==> config.mk <==
export PLATFORM = sky130hd
export DESIGN_NAME = md_scheduler
export DESIGN_NICKNAME = d
export VERILOG_FILES = /design/src/rtl/md_scheduler.sv
export SDC_FILE = /design/constraint.sdc
export NUM_CORES = 1
export LEC_CHECK = 0
export ABC_AREA = 1
export BUFFER_PORTS_ARGS = -buffer_cell sky130_fd_sc_hd__clkbuf_2
export CAP_MARGIN = 20
export CORE_AREA = 2 2 39 41
export DETAILED_ROUTE_END_ITERATION = 10
export DIE_AREA = 0 0 41 43
export PLACE_DENSITY_LB_ADDON = 0.3
export SLEW_MARGIN = 15
export SYNTH_ARGS = -nofsm -noshare
export SYNTH_HDL_FRONTEND = slang
export SYNTH_SLANG_ARGS = --single-unit
==> constraint.sdc <==
create_clock -name clk -period 2.7 [get_ports clk]
set_clock_uncertainty 0.05 [all_clocks]
set_input_delay 0.54 -clock clk [delete_from_list [all_inputs] [get_ports clk]]
set_output_delay 0.54 -clock clk [all_outputs]
set_load 0.005 [all_outputs]
==> src/rtl/md_scheduler.sv <==
// Multiply/divide issue scheduler: launches HI/LO ops, tracks latency, stalls D.
// Optional stall counter enabled by MD_SCHED_STALL_COUNT_EN.
module md_scheduler #(
  parameter int MULT_LAT = 5,
  parameter int DIV_LAT  = 10
) (
  input  logic        clk,
  input  logic        reset,
  input  logic        op_valid,
  input  logic [2:0]  op_kind,
  input  logic        flush,
  output logic        stall,
  output logic [4:0]  unit_ctrl,
  output logic        calculate,
  output logic        load_hi,
  output logic        load_lo,
  output logic        busy,
  output logic [3:0]  count,
  output logic [15:0] stall_cycles
);

  localparam logic [3:0] MULT_L = 4'(MULT_LAT);
  localparam logic [3:0] DIV_L  = 4'(DIV_LAT);

  typedef enum logic {
    IDLE,
    RUN
  } state_t;

  state_t     state;
  state_t     state_nx;
  logic [3:0] count_nx;

  always_ff @(posedge clk or posedge reset) begin
    if (reset) begin
      state <= IDLE;
      count <= '0;
    end else begin
      state <= state_nx;
      count <= count_nx;
    end
  end

  assign busy = (state == RUN);

  always_comb begin
    state_nx  = state;
    count_nx  = count;
    stall     = 1'b0;
    calculate = 1'b0;
    unit_ctrl = '0;
    load_hi   = 1'b0;
    load_lo   = 1'b0;
    unique case (state)
      IDLE: begin
        if (op_valid && !flush && !reset) begin
          if (!op_kind[2]) begin
            unit_ctrl = {1'b1, op_kind[1], op_kind[0], 2'b00};
            state_nx  = RUN;
            count_nx  = op_kind[1] ? DIV_L : MULT_L;
          end else begin
            unit_ctrl = {3'b000, 1'b1, op_kind[0]};
            load_hi   = op_kind[1] & ~op_kind[0];
            load_lo   = op_kind[1] & op_kind[0];
          end
        end
      end
      RUN: begin
        stall = op_valid & ~flush;
        // flush takes priority over the commit pulse
        if (flush) begin
          state_nx = IDLE;
          count_nx = '0;
        end else if (count == 4'd1) begin
          calculate = 1'b1;
          state_nx  = IDLE;
          count_nx  = '0;
        end else begin
          count_nx = count - 4'd1;
        end
      end
      default: begin
        state_nx = IDLE;
        count_nx = '0;
      end
    endcase
  end

`ifdef MD_SCHED_STALL_COUNT_EN
  always_ff @(posedge clk or posedge reset) begin
    if (reset)
      stall_cycles <= '0;
    else if (stall && stall_cycles != 16'hFFFF)
      stall_cycles <= stall_cycles + 16'd1;
  end
`else
  assign stall_cycles = '0;
`endif

endmodule

; After elaboration in Yosys (flattened, before gate mapping)
; Cells that the tools add are included.
[op_classes]
n_addsub = 1
eq_ne = 3
mux = 24
bitwise = 6
reduce_logical = 5
[ops]
columns = cell, count
row1 = 2-to-1 mux 4 bit, 5
row2 = 2-to-1 mux 5 bit, 3
row3 = 2-to-1 mux 1 bit, 14
row4 = one-hot mux 4 bit (2 select lines), 1
row5 = "equality test 4 x 1 -> 1 bit, second input constant", 1
row6 = "inequality test 2 bit, second input constant", 2
row7 = "subtractor 4 x 1 -> 4 bit, second input constant", 1
row8 = AND 1 bit, 3
row9 = NOT 1 bit, 3
row10 = logical AND 1 bit, 2
row11 = zero test 1 bit, 2
row12 = one-hot mux 1 bit (2 select lines), 1
row13 = AND reduction 2 bit, 1
[totals]
ff_bits = 5
in_bits = 7
wordCells = 41

; Longest topological paths before layout
; Gate-level depths: netlist of the first run.
[depth]
depth_word = 5
depth_mapped = 7
depth_no_buf = 7

; Worst setup path after synthesis of the first run
; Ideal clock, no wire load.
[synth_path]
path_kind = input to output
from = in reset
to = out unit_ctrl[2]
arrival_time_ps = 1125
required_time_ps = 2110
slack_ps = 985
stages = 5
path_buffers = 0
path_cell_list = inv_2 > nand3_1 > nor3_2 > inv_1 > nor2_1
[synth_between]
elab_chain_len = 4
[synth_lines]
columns = item, line
row1 = from (decl), 8  ; input logic reset,
row2 = zero test 1 bit, 56  ; if (op_valid && !flush && !reset) begin
row3 = logical AND 1 bit, 56
row4 = 2-to-1 mux 5 bit, 56
row5 = 2-to-1 mux 5 bit, 54  ; unique case (state)
row6 = to (decl), 13  ; output logic [4:0] unit_ctrl,
; No other way between the ends.

; Worst setup path after layout of the first run
; Same ends and word-level chain as after synthesis.

==> impl_results.md, run 1 <==
- Commonest non-fill, non-tap cell in the layout: clkbuf_2
- Clock latency on the worst-skew pair: 0.24 ns
- Post-CTS Setup Bufs: 0
- CP Buf/Inv Count: 4
- Post-CTS sizing: 0
- Nets: roughly 110
- Largest net degree at the start of global routing: 8
- Worst path arrival time: 1.37 ns
- H-tree depth: 1
- Final hold vios: 0
- Min-Delay Path Class: input port to asynchronous set/reset pin
- Crit path max fanout: 7
- Die area: 1760 sq um
- Cell variety after synth: 20
- Crit path max-delay family: simple AND/OR/NAND/NOR gates
- RSZ-0062 raised after global routing: false
- Setup crit end kind: output pin
- VDD IR max: 219 uV
- Final setup TNS: 0 ns
- Fraction of layout cells with a size suffix above 1: 27.7%
- Tmin final: 1.96 ns
- Critical path cell sequence: clkbuf_2, inv_2, nand3_1, nor3_2, inv_1, nor2_1, clkbuf_2
- Final period utilization: around 72%
- Slew Viols, Final: 0
- Core Area: between 1000 and 1500 sq um
- Slowest cell on crit path: nor3_2
- Clock Sinks: 5
- Reg2reg start: count[1]
- Pleak: 0.000373 uW
- CP Data Required Time: 2.11 ns
- Initial DRC count: 4
- Final core utilization: between 40 and 50%
- First-pass GRT wire length: 1510 um
- Setup crit start kind: input port
- CTS root buffer: clkbuf_4
- Die height: approximately 43 um
- Routed len/inst: 8.56 um
- Worst-path clk slew: approximately 0.04 ns
- WL final: 1000 um
- Setup Viol. Count Final: 0
- GRT Util Overall: 12.2%
- Fillcell total: 160
- 1st-pass router iterations: 4
- Worst reg2reg path depth: 5
- Die width: 41 um
- R2R Setup Slk: between 1 and 1.5 ns
- Worst stage delay on the critical path: ~0.19 ns
- Number of CTS-inserted buffers: 3
- Most frequent cells in the layout: 20 x clkbuf_2, 16 x conb_1, 15 x nand2_1
- Post-Syn Area per Cell: 6.61 sq um
- Placed cells: 113
- Area Growth Syn to Fin: 16.0%
- Worst setup startpoint: reset
- Post-synthesis sequential area ratio: 24.3%
- Outcome: completed
- CTS tree: built
- Finished Layout Cells: 117
- Area of the multi-input gates: between 200 and 300 sq um
- CP Class: input port to output pin
- Routed Antenna Nets: 0
- Io pins: 37
- Vias: between 500 and 600
- Antenna cells: 0
- Peak Freq: 0.511 GHz
- Row Count: 14
- Sequential cell area: between 100 and 150 sq um
- Crit-path most repeated cell: clkbuf_2
- Reg-to-reg endpoint: count[3]
- Mapped Area: roughly 520 sq um
- Total power draw: about 310 uW
- Initial core utilization: 37.3%
- Vias in the first global route: 413
- Hold Buf Count CTS: 0
- Gate Count Post-Synth: 78
- IO buf count: 20
- Detailed placement HPWL: between 800 and 900 um
- Remaining DRCs: 0
- Minimum hold slack: 0.112 ns
- Synthesized flop and latch total: 5
- Vias per cell: 4.29
- Grt ovf: 0
- CTS max path bufs: 2
- Final GP Congestion: slightly below 0.8
- Initial antenna violation count: 0
- Max-cap viol count: 0
- Yosys warning count: 0
- PD cells: 526 nW/um^2
[registers in the layout (all words and copies together), names as in the netlist]
signal  flops
count       4
busy        1
[logic make-up after synthesis]
logic type | Yosys count | synth area share, %
adders and majority gates | 2 | 4.85
xor gates and xnor gates | 1 | 1.70
and+or+nand+nor | 36 | 30.6
DFF | 5 | 24.3
buffers and inverters | 27 | 31.3
AOI/OAI and AO/OA | 6 | 6.55
other | 1 | 0.727
[how the worst max path moves through the flow]
stage	cells after the start	slack (ns)	to
after floorplan	5	0.99	unit_ctrl[2]
after global routing	7	0.61	unit_ctrl[2]
after CTS	7	0.73	unit_ctrl[2]
final	7	0.74	unit_ctrl[2]
after detailed placement	7	0.74	unit_ctrl[2]
after global placement	7	0.79	unit_ctrl[2]
[per-layer routing]
metal,track usage (%),vias to the layer above,part of all wire [%]
met3,1.57,0,4.5
li1,-,258,-
met2,20.0,14,53
met4,6.00,0,0
met1,14.8,230,43
met5,0,-,0
[metrics by stage]
stage | worst slack, ns | cell area [sq um]
3_3_place_gp | 0.788 | 572
3_5_place_dp | 0.735 | 572
5_1_grt | 0.610 | 598
2_1_floorplan | 0.985 | 572
4_1_cts | 0.727 | 598
6_report | 0.744 | 598
[power by group]
part	leakage (uW)	internal (uW)	total, uW	switching [uW]
logic	0.000297	46.5	114	67.3
clock network	0.0000150	55.7	83.6	27.9
registers	0.0000616	93.2	117	23.9
total	0.000373	195	314	119
[Yosys cell counts (all sizes together)]
master  number  area share, %
nor3         3            3.9
o21ai        4            3.9
buf         16             23
nor2        11            8.0
nor4         1            1.2
or2          1            1.2
dfrtp        5             24
a21oi        2            2.7
ha           2            4.9
conb         1           0.73
nand3        3            2.9
nand2       16             12
inv         11            8.0
nand4        1            1.2
xor2         1            1.7
[layout make-up]
type	instances	share of cell area (%)
Clock buffer	4	4.39
Timing Repair Buffer	20	16.7
Tap cell	16	3.35
Multi-Input combinational cell	61	47.7
Inverter	11	6.90
Sequential cell	5	20.9
Power figures use the tool's default switching activity.
==> run 2, diff against run 1 <==
--- a/config.mk
+++ b/config.mk
@@ -8,9 +8,9 @@
 export ABC_AREA = 1
 export BUFFER_PORTS_ARGS = -buffer_cell sky130_fd_sc_hd__clkbuf_2
 export CAP_MARGIN = 20
-export CORE_AREA = 2 2 39 41
+export CORE_AREA = 2 2 42 44
 export DETAILED_ROUTE_END_ITERATION = 10
-export DIE_AREA = 0 0 41 43
+export DIE_AREA = 0 0 44 46
 export PLACE_DENSITY_LB_ADDON = 0.3
 export SLEW_MARGIN = 15
 export SYNTH_ARGS = -nofsm -noshare
==> constraint.sdc (replaced) <==
create_clock -name clk -period 1.7 [get_ports clk]
set_clock_uncertainty 0.05 [all_clocks]
set_input_delay 0.34 -clock clk [delete_from_list [all_inputs] [get_ports clk]]
set_output_delay 0.34 -clock clk [all_outputs]
set_load 0.005 [all_outputs]
==> impl_results.md, run 2 (synthesis gave the netlist of run 1 again) <==
- Outcome: completed
- Fraction of layout cells with a size suffix above 1: approximately 29%
- Row Count: 15
- Pleak: 0.000376 uW
- Crit path max fanout: 7
- Area Growth Syn to Fin: 18.4%
- Number of CTS-inserted buffers: 3
- Gate power share: 36.0%
- Clock Power Share: 26.5%
- CTS max path bufs: 2
- Largest net degree at the start of global routing: 8
- Hold path cells: 6
- Die height: roughly 46 um
- Initial antenna violation count: 0
- Nets: 112
- DR WL met3: 58 um
- Top reg by flops: count
- Switching power: roughly 190 uW
- Peak Freq: 0.627 GHz
- Total power draw: 500 uW
- Vias: between 400 and 500
- Tmin final: approximately 1.6 ns
- Final setup TNS: 0 ns
- First-pass GRT wire length: 1560 um
- Int Pwr: 313 uW
- Final period utilization: 93.9%
- R2R Setup Slk: 0.46 ns
- Io pins: 37
- Reg2reg start: count[0]
- Setup crit end kind: output pin
- H-tree depth: 1
- Min-Delay Path Class: input port to flip-flop
- Reg-to-reg endpoint: count[1]
- Post-CTS Setup Bufs: 0
- Final core utilization: 37.8%
- Most frequent cells in the layout: 20 x clkbuf_2, 16 x conb_1, 15 x nand2_1
- Final hold vios: 0
- CTS root buffer: clkbuf_4
- Die width: 44 um
- Routed len/inst: between 8 and 9 um
- Vias in the first global route: 378
- Worst reg2reg path depth: 5
- PD cells: roughly 820 nW/um^2
- Setup crit start kind: flip-flop
- Hold path endpoint: count[2]
- Initial DRC count: 6
- CTS tree: built
- Minimum hold slack: 0.460 ns
- Detailed placement HPWL: 833 um
- GRT Util Overall: 10.4%
- Clock latency on the worst-skew pair: about 0.24 ns
- Max FFs per register: 4
- WL final: 989 um
- CP Class: flip-flop to output pin
- CP Data Required Time: 1.31 ns
- Final GP Congestion: around 0.73
- RSZ-0062 raised after global routing: false
- Remaining DRCs: 0
- VDD IR max: 356 uV
- Worst path arrival time: 1.21 ns
- Vias per cell: 4.00
- Grt ovf: 0
- Reg power frac: 37.5%
- 1st-pass router iterations: 4
- WL met1: 466 um
- Die area: approximately 2000 sq um
- IO buf count: 20
- Max-cap viol count: 0
- Detailed route wirelength on metal2: 464 um
- Worst-path clk slew: approximately 0.040 ns
- Initial core utilization: 31.9%
- Hold wc startpoint: op_kind[1]
- Slew Viols, Final: 0
- Clock Sinks: 5
- Antenna cells: 0
- Core Area: 1610 sq um
- Commonest non-fill, non-tap cell in the layout: clkbuf_2
- Setup Viol. Count Final: 0
- Net Sw Frac: 37.5%
- Routed Antenna Nets: 0
- Highest Signal Layer: met3
==> run 2: critical path: stages, from the launching register on <==
cell and delay [ns]:
dfrtp_2 0.45, nor3_2 0.23, inv_1 0.08, nor2_1 0.09, clkbuf_2 0.11
==> run 2: power by group through the flow <==
stage | registers, uW | logic, uW | clock network, uW
finish | 188 | 180 | 133
global route | 194 | 214 | 145
CTS | 187 | 182 | 142
detailed placement | 187 | 178 | 0
global placement | 188 | 175 | 0
floorplan | 182 | 142 | 0
==> run 2: routing by layer <==
layer  vias to the layer above  GRT usage, %
met3                         0          1.19
li1                        257             -
met5                         -             0
met2                        15          14.7
met4                         0          5.45
met1                       204          15.3
==> run 2: layout make-up <==
cell class | count | area [sq um]
Clock buffer | 4 | 26.3
Fill cell | 191 | 1000
Sequential cell | 5 | 126
Tap cell | 17 | 21.3
Multi-Input combinational cell | 61 | 285
Timing Repair Buffer | 21 | 110
Inverter | 11 | 41.3
==> run 2: worst max-delay path by stage <==
stage                    to  cells after the start  slack [ns]  start
3_3_place_gp   unit_ctrl[2]                      7        0.18  reset
3_5_place_dp   unit_ctrl[3]                      7        0.14  reset
5_1_grt        unit_ctrl[2]                      4        0.01   busy
4_1_cts             load_hi                      4        0.05   busy
2_1_floorplan  unit_ctrl[2]                      5        0.39  reset
6_report       unit_ctrl[3]                      4        0.10   busy
==> run 2: stage by stage <==
| step | cells | area [sq um] | setup slack [ns] |
|---|---|---|---|
| CTS | 119 | 609 | 0.0485 |
| global route | 119 | 611 | 0.0138 |
| floorplan | 93 | 572 | 0.385 |
| finish | 119 | 611 | 0.104 |
| global placement | 114 | 573 | 0.183 |
| detailed placement | 114 | 573 | 0.137 |
==> run 2: what timing repair did <==
| action | in CTS | in global routing |
|---|---|---|
| setup endpoints to repair | 0 | 3 |
| hold buffers | 1 | 0 |
| hold endpoints to repair | 5 | 0 |
| gates resized for setup | 0 | 2 |
